### config.mk
export PLATFORM = sky130hd
export DESIGN_NAME = cv32e40p_fault_manager
export DESIGN_NICKNAME = d
export VERILOG_FILES = /design/src/rtl/cv32e40p_pkg.sv /design/src/rtl/cv32e40p_sat_counter.sv /design/src/rtl/cv32e40p_fault_manager.sv
export SDC_FILE = /design/constraint.sdc
export NUM_CORES = 1
export LEC_CHECK = 0
export ABC_AREA = 0
export BUFFER_PORTS_ARGS = -buffer_cell sky130_fd_sc_hd__buf_2
export CAP_MARGIN = 25
export CORE_UTILIZATION = 45
export CTS_CLUSTER_SIZE = 28
export DETAILED_ROUTE_END_ITERATION = 10
export SYNTH_ARGS = -nofsm -noshare
export SYNTH_HDL_FRONTEND = slang
export SYNTH_SLANG_ARGS = --single-unit
### constraint.sdc
create_clock -name clk -period 4.4 [get_ports clk]
set_clock_uncertainty 0.15 [all_clocks]
set_input_delay 0.88 -clock clk [delete_from_list [all_inputs] [get_ports clk]]
set_output_delay 0.88 -clock clk [all_outputs]
set_load 0.01 [all_outputs]
### src/rtl/cv32e40p_pkg.sv
// Shared types for the cv32e40p fault-handling slice.
//   fault_mgr_state_e : replay/escalation FSM states of cv32e40p_fault_manager
package cv32e40p_pkg;

  typedef enum logic [1:0] {
    StIdle,
    StReplayReq,
    StReplayWait,
    StPermanent
  } fault_mgr_state_e;

endpackage

### src/rtl/cv32e40p_sat_counter.sv
// Saturating up-counter with synchronous clear.
//   clk, rst_n : clock, asynchronous active-low reset
//   inc_i      : add one (ignored at the all-ones ceiling)
//   clr_i      : zero the counter; wins over inc_i
//   cnt_o      : current count
module cv32e40p_sat_counter #(
  parameter int unsigned WIDTH = 8
) (
  input  logic             clk,
  input  logic             rst_n,
  input  logic             inc_i,
  input  logic             clr_i,
  output logic [WIDTH-1:0] cnt_o
);

  localparam logic [WIDTH-1:0] CntMax = '1;

  logic [WIDTH-1:0] cnt_q, cnt_d;

  always_comb begin
    cnt_d = cnt_q;
    if (clr_i) begin
      cnt_d = '0;
    end else if (inc_i && (cnt_q != CntMax)) begin
      cnt_d = cnt_q + WIDTH'(1);
    end
  end

  always_ff @(posedge clk or negedge rst_n) begin
    if (!rst_n) begin
      cnt_q <= '0;
    end else begin
      cnt_q <= cnt_d;
    end
  end

  assign cnt_o = cnt_q;

endmodule

### src/rtl/cv32e40p_fault_manager.sv
// Collects TMR voter fault flags from the hardened EX units, keeps per-unit
// saturating fault counts and sticky status, asks the controller to replay the
// faulting instruction and escalates to a permanent fault after MAX_RETRY
// failed replays.
//   fault_i/fault_valid_i : per-unit voter flags, qualified by EX valid
//   instr_retire_i        : in-flight instruction completed cleanly
//   replay_req_o/ack_i    : replay handshake with the controller
//   permanent_fault_o     : unrecoverable fault, released only by clear_i
//   fault_irq_o           : sticky, some counter reached IRQ_THRESHOLD
//   status_o              : sticky per-unit fault-seen bits
//   rd_idx_i/rd_cnt_o     : combinational counter read port
//   clear_i               : clears counters, status, irq and PERMANENT
module cv32e40p_fault_manager
  import cv32e40p_pkg::*;
#(
  parameter int unsigned NUM_UNITS     = 4,
  parameter int unsigned CNT_WIDTH     = 8,
  parameter int unsigned MAX_RETRY     = 2,
  parameter int unsigned IRQ_THRESHOLD = 16,
  localparam int unsigned RdW          = (NUM_UNITS > 1) ? $clog2(NUM_UNITS) : 1
) (
  input  logic                 clk,
  input  logic                 rst_n,
  input  logic [NUM_UNITS-1:0] fault_i,
  input  logic                 fault_valid_i,
  input  logic                 instr_retire_i,
  output logic                 replay_req_o,
  input  logic                 replay_ack_i,
  output logic                 permanent_fault_o,
  output logic                 fault_irq_o,
  output logic [NUM_UNITS-1:0] status_o,
  input  logic [RdW-1:0]       rd_idx_i,
  output logic [CNT_WIDTH-1:0] rd_cnt_o,
  input  logic                 clear_i
);

  localparam longint unsigned FAULT_CNT_MAX = (64'd1 << CNT_WIDTH) - 64'd1;
  // A threshold above the counter ceiling can never be reached.
  localparam bit IrqReachable = (64'(IRQ_THRESHOLD) <= FAULT_CNT_MAX);
  localparam logic [CNT_WIDTH-1:0] IrqLevel = CNT_WIDTH'(IRQ_THRESHOLD);
  localparam int unsigned RetryW = $clog2(MAX_RETRY + 1);
  localparam logic [RetryW-1:0] RetryMax = RetryW'(MAX_RETRY);

  logic [NUM_UNITS-1:0] fault_inc;
  logic                 fault_ev;
  logic [CNT_WIDTH-1:0] cnt [NUM_UNITS];
  logic [NUM_UNITS-1:0] at_thresh;
  logic [NUM_UNITS-1:0] status_q;
  logic                 irq_q;
  fault_mgr_state_e     state_q;
  logic [RetryW-1:0]    retry_cnt_q;

  assign fault_inc = fault_i & {NUM_UNITS{fault_valid_i}};
  assign fault_ev  = |fault_inc;

  for (genvar k = 0; k < NUM_UNITS; k++) begin : g_cnt
    cv32e40p_sat_counter #(
      .WIDTH(CNT_WIDTH)
    ) u_cnt (
      .clk  (clk),
      .rst_n(rst_n),
      .inc_i(fault_inc[k]),
      .clr_i(clear_i),
      .cnt_o(cnt[k])
    );
  end

  always_comb begin
    at_thresh = '0;
    for (int k = 0; k < NUM_UNITS; k++) begin
      at_thresh[k] = IrqReachable && (cnt[k] >= IrqLevel);
    end
  end

  // Out-of-range indices match no unit and read as zero.
  always_comb begin
    rd_cnt_o = '0;
    for (int k = 0; k < NUM_UNITS; k++) begin
      if (rd_idx_i == RdW'(k)) begin
        rd_cnt_o = cnt[k];
      end
    end
  end

  always_ff @(posedge clk or negedge rst_n) begin
    if (!rst_n) begin
      status_q <= '0;
      irq_q    <= 1'b0;
    end else if (clear_i) begin
      status_q <= '0;
      irq_q    <= 1'b0;
    end else begin
      status_q <= status_q | fault_inc;
      irq_q    <= irq_q | (|at_thresh);
    end
  end

  always_ff @(posedge clk or negedge rst_n) begin
    if (!rst_n) begin
      state_q     <= StIdle;
      retry_cnt_q <= '0;
    end else begin
      unique case (state_q)
        StIdle: begin
          if (fault_ev) begin
            state_q     <= StReplayReq;
            retry_cnt_q <= RetryW'(1);
          end
        end
        // Faults while the request is pending are counted only.
        StReplayReq: begin
          if (replay_ack_i) begin
            state_q <= StReplayWait;
          end
        end
        // A fault beats a simultaneous retire.
        StReplayWait: begin
          if (fault_ev) begin
            if (retry_cnt_q == RetryMax) begin
              state_q <= StPermanent;
            end else begin
              state_q     <= StReplayReq;
              retry_cnt_q <= retry_cnt_q + RetryW'(1);
            end
          end else if (instr_retire_i) begin
            state_q     <= StIdle;
            retry_cnt_q <= '0;
          end
        end
        StPermanent: begin
          if (clear_i) begin
            state_q     <= StIdle;
            retry_cnt_q <= '0;
          end
        end
        default: begin
          state_q     <= StIdle;
          retry_cnt_q <= '0;
        end
      endcase
    end
  end

  assign replay_req_o      = (state_q == StReplayReq);
  assign permanent_fault_o = (state_q == StPermanent);
  assign fault_irq_o       = irq_q;
  assign status_o          = status_q;

endmodule

# After elaboration in Yosys (flattened, before gate mapping)
# Cells that the tools add are included.
# classes
add_sub_neg,5
multipliers,0
n_div,0
order_cmp,4
n_eq_ne,16
shifts,0
mux,24
bitwise_logic,3
reduce_logical,15
# op_table
op,n
$mux 8,12
$add 8x1->8 const B,4
$ge 8x5->1 const B,4
$ne 8x8->1 const B,4
$mux 2,8
$eq 2x2->1 const B,5
$pmux 2 s4,1
$reduce_bool 2->1,4
$reduce_or 4->1,2
$ne 3x3->1 const B,2
$pmux 2 s3,1
$reduce_and 5->1,1
$and 4x4->4,1
$eq 2x1->1 const B,2
$logic_and 1x1->1,4
$logic_not 2->1,2
$mux 4,1
$ne 2x1->1 const B,2
$or 4x4->4,1
$reduce_and 4->1,1
$reduce_bool 3->1,1
$add 2x1->2 const B,1
$ne 2x2->1 const B,1
$mux 1,1
$or 1x1->1,1
# totals
ff_bits,41
latch_bits,0
mem_bits_rw,0
romBits,0
inputBits,12
output_inout_bits,15
word_cells,75
n_memories,0

# Depth between registers and ports, before layout
# depth
depth_word,5
ltp_mapped,6
mapped_depth_nobuf,6

# Hierarchy
# A second synthesis with hierarchy kept.
# unflattened
hier_cells,260
hier_area_um2,2570.0
# by_module_without_submodules
module,instances,cells_per_inst,area_each_um2,seq_area_each_um2
cv32e40p_sat_counter,4,49,464.2,200.2
cv32e40p_fault_manager,1,64,713.2,225.2

# Least setup slack after synthesis
# No wires, ideal clock.
# synth_timing
kind,input to output
start,input port rd_idx_i[0]
end,output port rd_cnt_o[3]
arrival_time_ns,1.733
required_time_ns,3.370
path_slack_ns,1.637
path_stages,2
n_path_buf,1
cell_sequence,buf_2 mux4_1
# synth_between
elab_chain_len,5
elab_cells_between_ends,8
cone_classes,eq/ne: 3; mux: 4; reduce/logical: 1
# synth_rtl
element,line_no,source
from (decl),cv32e40p_fault_manager.sv:32,"input logic [RdW-1:0] rd_idx_i,"
$logic_not 2->1,cv32e40p_fault_manager.sv:79,if (rd_idx_i == RdW'(k)) begin
$mux 8 (3 in a row),cv32e40p_fault_manager.sv:79,
$mux 8 (*),cv32e40p_fault_manager.sv:79,
to (decl),cv32e40p_fault_manager.sv:33,"output logic [CNT_WIDTH-1:0] rd_cnt_o,"
# Every way passes the cells marked *; elsewhere a longest branch is shown, timed or not.

# Worst setup path in the final report
# Ends and elaborated chain as after synthesis.

==> impl_metrics.json <==
{
  "r2r_cells": 5,
  "cts_tree": "yes",
  "netlist-cell-type-count": 48,
  "place_area_sq_um": 2610,
  "worstPathArrival_ps": 1860,
  "drt-wirelength-per-cell_um": 16.8,
  "cts-hold-fix-buffers": 0,
  "finalCriticalPeriod_ps": 2890,
  "total_routing_usage_reported_by_global_routing": 0.212,
  "number_of_enable_flip_flop_cells_after_synthesis": 0,
  "detail_route.vias_per_cell": 5.76,
  "drtIter0Drc": 181,
  "detail_route.wirelength.met1_um": 2740,
  "ios": 27,
  "clock_insertion_delay_worst_skew_ps": 300,
  "synthFlopType": "sky130_fd_sc_hd__dfrtp_1",
  "tightest_slew_ps": 673,
  "tns_ps": 0,
  "postSynthRegisterBits": 41,
  "cts_sinks": 41,
  "floorplan.rows": 26,
  "nNetsFinal": 288,
  "totalWireLength_um": 5690,
  "cts_root_buf": "sky130_fd_sc_hd__clkbuf_8",
  "postSynthCellCount": 243,
  "hp-class": "in -> async",
  "antenna-diode-count": 0,
  "ys.warnings.count": 0,
  "numPortBuffers": 26,
  "die_outline_area_sq_um": 5770,
  "antenna_found_initial": 0,
  "max_cap_viol_count": 0,
  "placeableCoreArea_sq_um": 5170,
  "final_cell_mix": "41 x sky130_fd_sc_hd__dfrtp_1, 26 x sky130_fd_sc_hd__buf_2, 24 x sky130_fd_sc_hd__nor2_1, 16 x sky130_fd_sc_hd__inv_1, 15 x sky130_fd_sc_hd__nand2_1",
  "vias_in_the_first_global_route": 1895,
  "yosys.area.top_type": "sky130_fd_sc_hd__dfrtp_1",
  "post-layout-total-power_uw": 898,
  "grt-ovfl-total": 0,
  "critical_path.reg2reg.endpoint": "g_cnt[1].u_cnt.cnt_o[7]$_DFFE_PN0P_",
  "mostFrequentLayoutCell": "sky130_fd_sc_hd__dfrtp_1",
  "drive_gt1_frac": 0.179,
  "category_of_the_worst_setup_path_launch_point": "input port",
  "cts_resized": 0,
  "regToRegStartpoint": "g_cnt[1].u_cnt.cnt_o[0]$_DFFE_PN0P_",
  "floorplan.die.width_um": 76.0,
  "max_slew_margin": 0.551,
  "p_per_area_nw_per_um2": 326,
  "clock_tree.htree_level_count": 2,
  "synth_top_area_share": 0.417,
  "multi_input_area_sq_um": 1310,
  "p_leak_nw": 1.22,
  "gp_congestion": 0.785,
  "worst-r2r-setup-slack_ps": 2530,
  "grt_setup_unrepaired": "false",
  "wire_length_on_met2_um": 2600,
  "remaining_drc_errors": 0,
  "maxSlewViolCount": 0,
  "area.growth.synth_to_final_pct": 11.8,
  "drt.antenna.violating_nets": 0,
  "period_share": 0.657,
  "die_height_um": 76.0,
  "grt_max_degree": 42,
  "postSynthAreaPerCell_sq_um": 10.1,
  "critPathLaunch": "rd_idx_i[0]",
  "detailed_place_hpwl_um": 4050,
  "clock_buffer_count_from_cts": 5,
  "finish.cell_count_without_fillers": 338,
  "vias": 1947,
  "async_reset_ff_frac": 1.00,
  "grt_first_pass_wirelength_um": 9480,
  "worstPathRequired_ps": 3370,
  "whs_ps": 289,
  "post_cts_setup_buffer_count": 0,
  "fill_cells": 489,
  "final_cell_area_sq_um": 2750,
  "synth.yosys.seq_area_share": 0.417,
  "worst-path-max-fanout": 8,
  "cts_max_path_buffers": 2,
  "max_freq_ghz": 0.346,
  "clock_edge_transition_at_the_registers_on_the_reported_setup_and_hold_paths_ps": 90,
  "timing.critical_path.to_type": "primary output",
  "seqCellArea_sq_um": 1030,
  "setup_viol_count_final": 0,
  "drt-pass1-iter-count": 4,
  "route.met3.wl_um": 275,
  "top_layer_used": "met4",
  "dp.cells": 329,
  "run_status": "finished, final reports clean",
  "initial_utilization": 0.476,
  "synth_nets": 264,
  "classification_of_the_worst_setup_path": "in -> out",
  "post_synth_main_area_contributors": "sky130_fd_sc_hd__dfrtp_1 42%, sky130_fd_sc_hd__mux4_2 6.4%, sky130_fd_sc_hd__ha_1 4.6%, sky130_fd_sc_hd__nor2_1 3.7%, sky130_fd_sc_hd__a21oi_1 2.8%",
  "worst_ir_drop_vdd_uv": 176,
  "report.final.hold_viol_count": 0,
  "synth_area_sq_um": 2460
}
[worst max path at each step]
stage                             end  slack, ps  cells past startpoint
after floorplan           rd_cnt_o[3]       1640                      2
after global placement    rd_cnt_o[3]       1490                      3
after detailed placement  rd_cnt_o[3]       1490                      3
after CTS                 rd_cnt_o[3]       1480                      3
after global routing      rd_cnt_o[3]       1450                      3
final                     rd_cnt_o[3]       1510                      3
[where the power goes]
part	internal, mW	switching (mW)	total (mW)
clock network	0.185	0.141	0.326
logic	0.0627	0.0779	0.141
registers	0.401	0.0312	0.432
total	0.648	0.250	0.898
[kinds of logic (layout without fill, tap and decap cells)]
| group | after synthesis | after routing | synth area share |
|---|---|---|---|
| adder cells (fa/ha/maj) | 9 | 9 | 0.0458 |
| AO/OA/AOI/OAI | 52 | 52 | 0.146 |
| flip-flops | 41 | 41 | 0.417 |
| XOR/XNOR | 12 | 12 | 0.0427 |
| AND/OR/NAND/NOR | 87 | 87 | 0.189 |
| multiplexers | 16 | 16 | 0.108 |
| buffers and inverters | 26 | 51 | 0.0519 |
[critical path, stage by stage]
cell	delay (ps)
sky130_fd_sc_hd__buf_2	250
sky130_fd_sc_hd__mux4_1	580
sky130_fd_sc_hd__buf_2	150
[cell type report]
class	count	share of cell area
Multi-Input combinational cell	176	0.475
Clock inverter	2	0.0136
Tap cell	70	0.0318
Clock buffer	6	0.0300
Sequential cell	41	0.373
Timing Repair Buffer	27	0.0546
Inverter	16	0.0218
[stage by stage]
step / utilization / setup slack (ps)
final: 0.532 / 1510
after global routing: 0.532 / 1450
after CTS: 0.528 / 1480
after detailed placement: 0.505 / 1490
after global placement: 0.505 / 1490
after floorplan: - / 1640
[sequential cells by signal (all words and copies together), names as in the netlist]
| register | cells |
|---|---|
| status_o | 4 |
| g_cnt.u_cnt.cnt_o | 32 |
| fault_irq_o | 1 |
| retry_cnt_q | 2 |
| state_q | 2 |
[routing by layer]
| layer | global-route usage | vias up |
|---|---|---|
| li1 | - | 945 |
| met1 | 0.296 | 951 |
| met2 | 0.325 | 43 |
| met3 | 0.0494 | 8 |
| met4 | 0.0731 | 0 |
| met5 | 0 | - |
[synth_stat cells, drive strengths merged, types with 4 or more instances]
cell type,number
a21oi,14
a311oi,4
and4,4
buf,4
clkbuf,6
dfrtp,41
ha,9
inv,16
mux2i,7
mux4,8
nand2,15
nand3,10
nand4,5
nor2,24
nor2b,4
nor4,5
o211ai,7
o21ai,6
o31ai,6
or4,5
xnor2,7
xor2,5
No activity file was read; power rests on OpenSTA's default activity.
